## config.mk

```make
export PLATFORM = sky130hd
export DESIGN_NAME = simplez_uart_tx_port
export DESIGN_NICKNAME = d
export VERILOG_FILES = /design/src/rtl/simplez_uart_tx_port.sv
export SDC_FILE = /design/constraint.sdc
export NUM_CORES = 1
export LEC_CHECK = 0
export BUFFER_PORTS_ARGS = -buffer_cell sky130_fd_sc_hd__clkbuf_2
export CAP_MARGIN = 5
export CORE_MARGIN = 2
export CORE_UTILIZATION = 40
export DETAILED_ROUTE_END_ITERATION = 8
export GPL_ROUTABILITY_DRIVEN = 1
export PLACE_DENSITY = 0.67
export REMOVE_ABC_BUFFERS = 1
export SYNTH_ARGS = -nofsm -noshare
export SYNTH_HDL_FRONTEND = slang
export SYNTH_SLANG_ARGS = --single-unit
```

## constraint.sdc

```tcl
create_clock -name clk -period 1.8 [get_ports clk]
set_input_delay 0.09 -clock clk [delete_from_list [all_inputs] [get_ports clk]]
set_output_delay 0.09 -clock clk [all_outputs]
set_load 0.005 [all_outputs]
```

## src/rtl/simplez_uart_tx_port.sv

```systemverilog
// Memory-mapped 8N1 serial transmitter for the Simplez I/O window: one write starts a frame, reads are registered (1 cycle).
// No backpressure: software polls status.ready; a write while busy is dropped and latched in the sticky overrun flag.
module simplez_uart_tx_port #(
  parameter int                DATAW       = 12,
  parameter int                ADDRW       = 9,
  parameter logic [ADDRW-1:0]  ADDR_STATUS = 9'd508,
  parameter logic [ADDRW-1:0]  ADDR_DATA   = 9'd509,
  parameter int                BAUD_DIV    = 104
) (
  input  logic             clk,
  input  logic             rst,
  input  logic [ADDRW-1:0] addr,
  input  logic [DATAW-1:0] data_in,
  input  logic             wr,
  input  logic             rd,
  output logic [DATAW-1:0] data_out,
  output logic             tx
);

  localparam int BCW = (BAUD_DIV > 1) ? $clog2(BAUD_DIV) : 1;
  localparam logic [BCW-1:0] BAUD_LAST = BCW'(BAUD_DIV - 1);
  // The frame leaves STOP one cycle early so that a write on the final stop-bit
  // cycle starts the next frame with no idle gap; tx stays high through IDLE.
  localparam logic [BCW-1:0] STOP_LAST = BCW'(BAUD_DIV - 2);

  typedef enum logic [1:0] {
    IDLE  = 2'd0,
    START = 2'd1,
    DATA  = 2'd2,
    STOP  = 2'd3
  } state_t;

  state_t           state;
  logic [7:0]       holding;
  logic [7:0]       shift;
  logic [BCW-1:0]   baud_cnt;
  logic [2:0]       bit_cnt;
  logic             overrun;

  logic             sel_st;
  logic             sel_dt;
  logic             ready;
  logic             wr_acc;
  logic             wr_rej;
  logic [DATAW-1:0] status_word;
  logic [DATAW-1:0] hold_word;
  logic             unused_hi;

  assign sel_st      = (addr == ADDR_STATUS);
  assign sel_dt      = (addr == ADDR_DATA);
  assign ready       = (state == IDLE);
  assign wr_acc      = wr && sel_dt && ready;
  assign wr_rej      = wr && sel_dt && !ready;
  assign status_word = {{(DATAW-2){1'b0}}, overrun, ready};
  assign hold_word   = {{(DATAW-8){1'b0}}, holding};
  assign unused_hi   = ^data_in[DATAW-1:8];

  always_ff @(posedge clk) begin
    if (rst) begin
      state    <= IDLE;
      tx       <= 1'b1;
      data_out <= '0;
      holding  <= '0;
      shift    <= '0;
      baud_cnt <= '0;
      bit_cnt  <= '0;
      overrun  <= 1'b0;
    end else begin
      if (rd && sel_st) begin
        data_out <= status_word;
      end else if (rd && sel_dt) begin
        data_out <= hold_word;
      end else begin
        data_out <= '0;
      end

      // A rejected write beats the clear-on-read of the same edge.
      if (wr_rej) begin
        overrun <= 1'b1;
      end else if (rd && sel_st) begin
        overrun <= 1'b0;
      end

      case (state)
        IDLE: begin
          if (wr_acc) begin
            holding  <= data_in[7:0];
            shift    <= data_in[7:0];
            baud_cnt <= '0;
            bit_cnt  <= '0;
            tx       <= 1'b0;
            state    <= START;
          end
        end
        START: begin
          if (baud_cnt == BAUD_LAST) begin
            baud_cnt <= '0;
            tx       <= shift[0];
            shift    <= shift >> 1;
            state    <= DATA;
          end else begin
            baud_cnt <= baud_cnt + BCW'(1);
          end
        end
        DATA: begin
          if (baud_cnt == BAUD_LAST) begin
            baud_cnt <= '0;
            if (bit_cnt == 3'd7) begin
              tx    <= 1'b1;
              state <= STOP;
            end else begin
              bit_cnt <= bit_cnt + 3'd1;
              tx      <= shift[0];
              shift   <= shift >> 1;
            end
          end else begin
            baud_cnt <= baud_cnt + BCW'(1);
          end
        end
        STOP: begin
          if (baud_cnt == STOP_LAST) begin
            baud_cnt <= '0;
            state    <= IDLE;
          end else begin
            baud_cnt <= baud_cnt + BCW'(1);
          end
        end
        default: state <= IDLE;
      endcase
    end
  end

endmodule

```

* Word-level counts from Yosys, hierarchy flattened
Cells that the tools add are included.
Cells by class: $lt $le $gt $ge 0, add/subtract/negate cells 2, reductions and logical operators 18, div/mod/pow operators 0, $mul 0, bitwise logic cells 1, mux-type cells 28, equality and inequality tests 14, shift operators 0
Operator list (number):
- $mux W8 | 4
- $pmux W8 S3 | 1
- $mux W7 | 3
- $pmux W7 S3 | 1
- $eq A9 B9 Y1 const B | 2
- $eq A7 B7 Y1 const B | 2
- $mux W2 | 7
- $ne A2 B2 Y1 const B | 5
- $reduce_and A5 Y1 | 2
- $mux W3 | 3
- $pmux W2 S4 | 1
- $reduce_and A4 Y1 | 2
- $add A7 B1 Y7 const B | 1
- $mux W1 | 6
- $pmux W3 S2 | 1
- $logic_and A1 B1 Y1 | 5
- $eq A2 B2 Y1 const B | 2
- $reduce_bool A2 Y1 | 2
- $reduce_or A2 Y1 | 2
- $add A3 B1 Y3 const B | 1
- $eq A3 B3 Y1 const B | 1
- $pmux W1 S3 | 1
- $reduce_bool A3 Y1 | 1
- $reduce_or A3 Y1 | 1
- 6 further kinds | 6
Word-level totals: bits in read-only memories 0, output and inout port bits 13, register bits after elaboration 42, bits in latches 0, word-level logic and storage cells 73, memories 0, memory bits (writable) 0

* Longest topological paths before layout
word-level depth 5, mapped depth 7

* Least setup slack after synthesis
Ideal clock, no wire load.
path kind reg-to-reg, from register state[1], to register shift[0], data required time 1730 ps, cell stages (with the launch flop) 7, setup slack -21 ps, buffers on the path 1, clock period less this slack 1821 ps, library setup time 70 ps, arrival time 1751 ps, cell sequence dfxtp_1 inv_1 ha_1 clkbuf_1 mux2i_1 or3_2 a21oi_1
On the way: cells in the longest elaborated chain, start to end 4, elaborated cells on any way between the ends 11, classes of those cells eq/ne: 6; mux: 1; reduce/logical: 4
RTL lines:
- from (decl) | line 33 | state_t state;
- from (signal assigned) | line 60 | state <= IDLE;
- from (signal assigned) | line 92 | state <= START;
- from (signal assigned) | line 100 | state <= DATA;
- $logic_not A2 Y1 | line 51, 84
- $logic_and A1 B1 Y1 | line 52 | assign wr_acc = wr && sel_dt && ready;
- $ne A2 B1 Y1 (no source line)
- $reduce_and A5 Y1 (no source line)
- to (signal assigned) | line 88 | shift <= data_in[7:0];
- to (signal assigned) | line 99 | shift <= shift >> 1;
- to (signal assigned) | line 114 | shift <= shift >> 1;
- to (decl) | line 35 | logic [7:0] shift;
Several ways; a longest one is shown, not always the timed one. A chain may end at the register's enable or synchronous reset.

* Worst setup path in the final report
from register state[0], to register shift[7]
The elaborated chain is that of the path after synthesis.

==> flow_results.org <==
** Setup path
- The startpoint identified for the worst register-to-register timing path is state[0].
- Logic depth of the worst register-to-register path :: 6
- Kind of capture point of the worst setup path :: flip-flop
- Launching element of the worst setup path :: state[0]
- STA puts the critical path data required time at 2.02 ns.
- Crit path kind :: reg -> reg
- CP max FO :: 8
- The endpoint identified for the worst register-to-register timing path is shift[7].
- The worst setup path is launched from a flip-flop.
- CP arrival :: 1.98 ns
- The worst register-to-register path has a setup slack of 0.04 ns.

** Placement
- Input and output buffers added on the ports amount to 29.
- After legalization and detailed placement, the total HPWL measured approximately 2.8 mm.
- Routability-driven placement finished with a final weighted congestion of 0.792.
- Worst setup slack after placement :: -0.0263 ns

** Yosys
- Sequential cells were found to cover about two fifths of the synthesized design area.
- Fraction of synthesis flops using an asynchronous set or reset pin :: 0%
- Yosys mapped the design onto between 40 and 50 distinct sky130hd cell types.
- A synthesized cell averages 9.08 sq um.
- The synthesized design contains 38 register bits.
- For this run, the number of Yosys warnings is 0.
- Counting flops with a built-in enable in the synthesized netlist gives 0.
- Synthesis produced 202 cells.
- For this run, the leading register cell type out of synthesis is sky130_fd_sc_hd__dfxtp_1.
- The synthesized netlist occupies a cell area of roughly 1800 sq um.

** Clock tree
- TritonCTS clock tree :: done
- Number of buffers on the longest clock path :: 2
- Clock tree sinks :: 38
- Maximum level of the CTS H-tree :: 2
- Post-cts hold buffer count :: 0
- Counting the buffers created by CTS gives 5.
- The cell sitting at the root of the clock tree is a sky130_fd_sc_hd__clkbuf_8.
- Clock-pin slew of the registers on the worst-case setup and hold paths :: about 0.070 ns
- Worst-skew pair later-pin latency :: 0.29 ns

** Floorplan
- Effective utilization at floorplan :: 41.8%
- Count of pins on the block boundary :: 38
- After floorplanning, the core was sized to cover 4380 sq um.
- Die outline area :: 5140 sq um
- Cell Rows :: 24
- Die Height :: ~72 microns
- Width of the chip :: 71.7 microns

** STA
- Final setup margin :: 0.0447 ns
- Static timing analysis puts the maximum clock frequency at 0.570 GHz.
- Worst Hold Margin :: 0.0631 ns
- The worst path uses a little over nine tenths of the clock period.
- The worst path needs about 1.8 ns of the cycle, external delays included.
- Pins over their slew limit :: 0
- Hold Violations, Final :: 0
- On the final layout, the worst clock skew is 0.00571 ns.
- Setup tns final :: 0 ns
- Setup Viol. Count Final :: 0

** Detailed routing
- Wire per inst :: 12.8 microns
- Count of routing violations after the opening detailed-route iteration :: a little under 80
- Number of design rule violations left after detail routing :: 0
- The first TritonRoute pass finished after 4 iterations.
- Post-route ant nets :: 0
- After detailed routing, the total wire length is 3.95 mm.
- In the routed layout, each cell is associated on average with a via count of 5.16.
- Vias :: between 1500 and 2000

** Layout
- The area growth from synthesis to layout is 31.0%.
- Layout cell share with drive strength beyond 1 :: a little over a third
- The filler cells instantiated in the layout total 410.
- Summing all flip-flop and latch instances after layout gives 766 sq um.
- In the final layout, the multi-input gates occupy around 1100 sq um.
- Antenna Cells :: 0
- Cells fill 54.8% of the core in the end.
- Fin nets :: 290

** Run
- Max-cap violations :: 0

** Min path
- For hold timing, the worst endpoint is holding[4].
- In this run the most critical hold path is launched from data_in[4].
- Class of the most critical hold timing path :: in -> reg
- Along the worst hold path, the cell count comes to 3.

** Global routing
- Aggregate global-route resource usage :: between 15 and 20%
- Global route total overflow :: 0
- The number of antenna violations at the first check in global routing came to 0.
- Via count of the first global-routing pass :: 1463
- Entering global routing, the biggest net connects 19 pins.
- The first global-routing pass estimated 6.38 mm of wire.

** Pwr
- Power per Cell Area :: approximately 800 nW/um^2
- IR analysis of the VDD net gives a maximum drop of approximately 0.58 mV.
- In this run the static leakage power is 0.965 nW.

** Run status
- Status :: complete, no violations
metrics by stage:
| step | instance area, sq um | total power, mW | instances |
|---|---|---|---|
| after floorplan | 1780 | 0.961 | 194 |
| after global placement | 2160 | 1.05 | 298 |
| after detailed placement | 2160 | 1.05 | 298 |
| after CTS | 2310 | 1.94 | 306 |
| after global routing | 2400 | 2.01 | 308 |
| final | 2400 | 1.93 | 308 |
layer usage:
metal,GRT usage (%),vias up,part of all wire (%)
met1,20.3,743,48
met4,3.77,0,0.74
li1,-,813,-
met2,25.6,29,47
met5,0,-,0
met3,3.52,5,4.2
repair_timing:
item,CTS,global route
setup buffers,0,1
setup endpoints to repair,7,15
gates cloned,0,1
pin swaps,0,8
gates resized for setup,1,21
cells by family after synthesis:
| group | Yosys count | synth area share (%) |
|---|---|---|
| compound gates | 47 | 15.8 |
| fa+ha+maj | 10 | 6.82 |
| buf+inv | 21 | 5.59 |
| flops | 38 | 41.5 |
| mux | 17 | 9.28 |
| other cells | 1 | 0.204 |
| simple gates | 68 | 20.9 |
power breakdown:
part / switching [mW] / internal [mW] / leakage, nW / total [mW]
Combinational: 0.103 / 0.0868 / 0.585 / 0.189
Sequential: 0.00506 / 0.851 / 0.308 / 0.856
Clock: 0.295 / 0.591 / 0.0714 / 0.886
flip-flops by register name, summed over array words and instances (netlist names):
signal    flops
tx            1
holding       8
baud_cnt      7
overrun       1
shift         8
data_out      8
state         2
bit_cnt       3
cell usage after synthesis, types with 2 or more instances:
library cell | number | share of area, %
sky130_fd_sc_hd__a21o_1 | 2 | 0.82
sky130_fd_sc_hd__a21oi_1 | 13 | 3.5
sky130_fd_sc_hd__and2_1 | 6 | 2.0
sky130_fd_sc_hd__and3_1 | 2 | 0.68
sky130_fd_sc_hd__buf_4 | 4 | 1.6
sky130_fd_sc_hd__clkbuf_1 | 4 | 0.82
sky130_fd_sc_hd__dfxtp_1 | 38 | 41
sky130_fd_sc_hd__ha_1 | 10 | 6.8
sky130_fd_sc_hd__inv_1 | 10 | 2.0
sky130_fd_sc_hd__mux2i_1 | 17 | 9.3
sky130_fd_sc_hd__nand2_1 | 14 | 2.9
sky130_fd_sc_hd__nand2b_1 | 3 | 1.0
sky130_fd_sc_hd__nand3_1 | 4 | 1.1
sky130_fd_sc_hd__nor2_1 | 18 | 3.7
sky130_fd_sc_hd__o21ai_0 | 18 | 4.9
sky130_fd_sc_hd__o21ai_1 | 3 | 0.82
sky130_fd_sc_hd__o32ai_1 | 2 | 0.96
sky130_fd_sc_hd__or3_1 | 3 | 1.0
sky130_fd_sc_hd__or3_2 | 6 | 2.5
sky130_fd_sc_hd__or4b_1 | 2 | 1.1
worst max path at each step:
stage                  end  slack, ns  depth (start not counted)
5_1_grt           shift[4]      -0.03                          6
2_1_floorplan  baud_cnt[6]      -0.16                          6
3_5_place_dp      shift[7]      -0.03                          5
6_report          shift[7]       0.04                          6
3_3_place_gp      shift[7]      -0.01                          6
4_1_cts           shift[7]      0.003                          6
worst max-delay path: stages (launching register included):
cell	delay (ns)
sky130_fd_sc_hd__dfxtp_1	0.33
sky130_fd_sc_hd__inv_1	0.09
sky130_fd_sc_hd__ha_1	0.31
sky130_fd_sc_hd__nand2_2	0.16
sky130_fd_sc_hd__nand3_4	0.13
sky130_fd_sc_hd__or4b_4	0.57
sky130_fd_sc_hd__a21oi_2	0.11
final cells by class:
class                           count  area share, %
Multi-Input combinational cell    147           44.1
Clock buffer                        6           3.44
Timing Repair Buffer               53           13.9
Sequential cell                    38           31.9
Inverter                           10           1.56
Tap cell                           52           2.71
Clock inverter                      2           2.50
cell usage in the layout, fill, tap and decap left out, drive strengths merged:
| cell type | n |
|---|---|
| bufinv | 2 |
| or2 | 1 |
| o31ai | 1 |
| a41oi | 1 |
| or4b | 2 |
| o22ai | 1 |
| nand4bb | 1 |
| a21o | 2 |
| clkbuf | 35 |
| mux2i | 17 |
| nand2b | 3 |
| nand4b | 1 |
| and4 | 1 |
| nor3b | 1 |
| nand3 | 6 |
| a211o | 1 |
| a221oi | 1 |
| ha | 10 |
| o32ai | 2 |
| a21oi | 13 |
| and2 | 6 |
| dfxtp | 38 |
| and3 | 2 |
| conb | 4 |
| nand2 | 15 |
| nand4 | 1 |
| o211ai | 1 |
| nor2 | 18 |
| or4 | 2 |
| o311ai | 1 |
| a211oi | 1 |
| inv | 10 |
| o41ai | 1 |
| buf | 24 |
| or3 | 9 |
| o21ai | 21 |
Note: power is estimated with default switching activity, not from simulation.
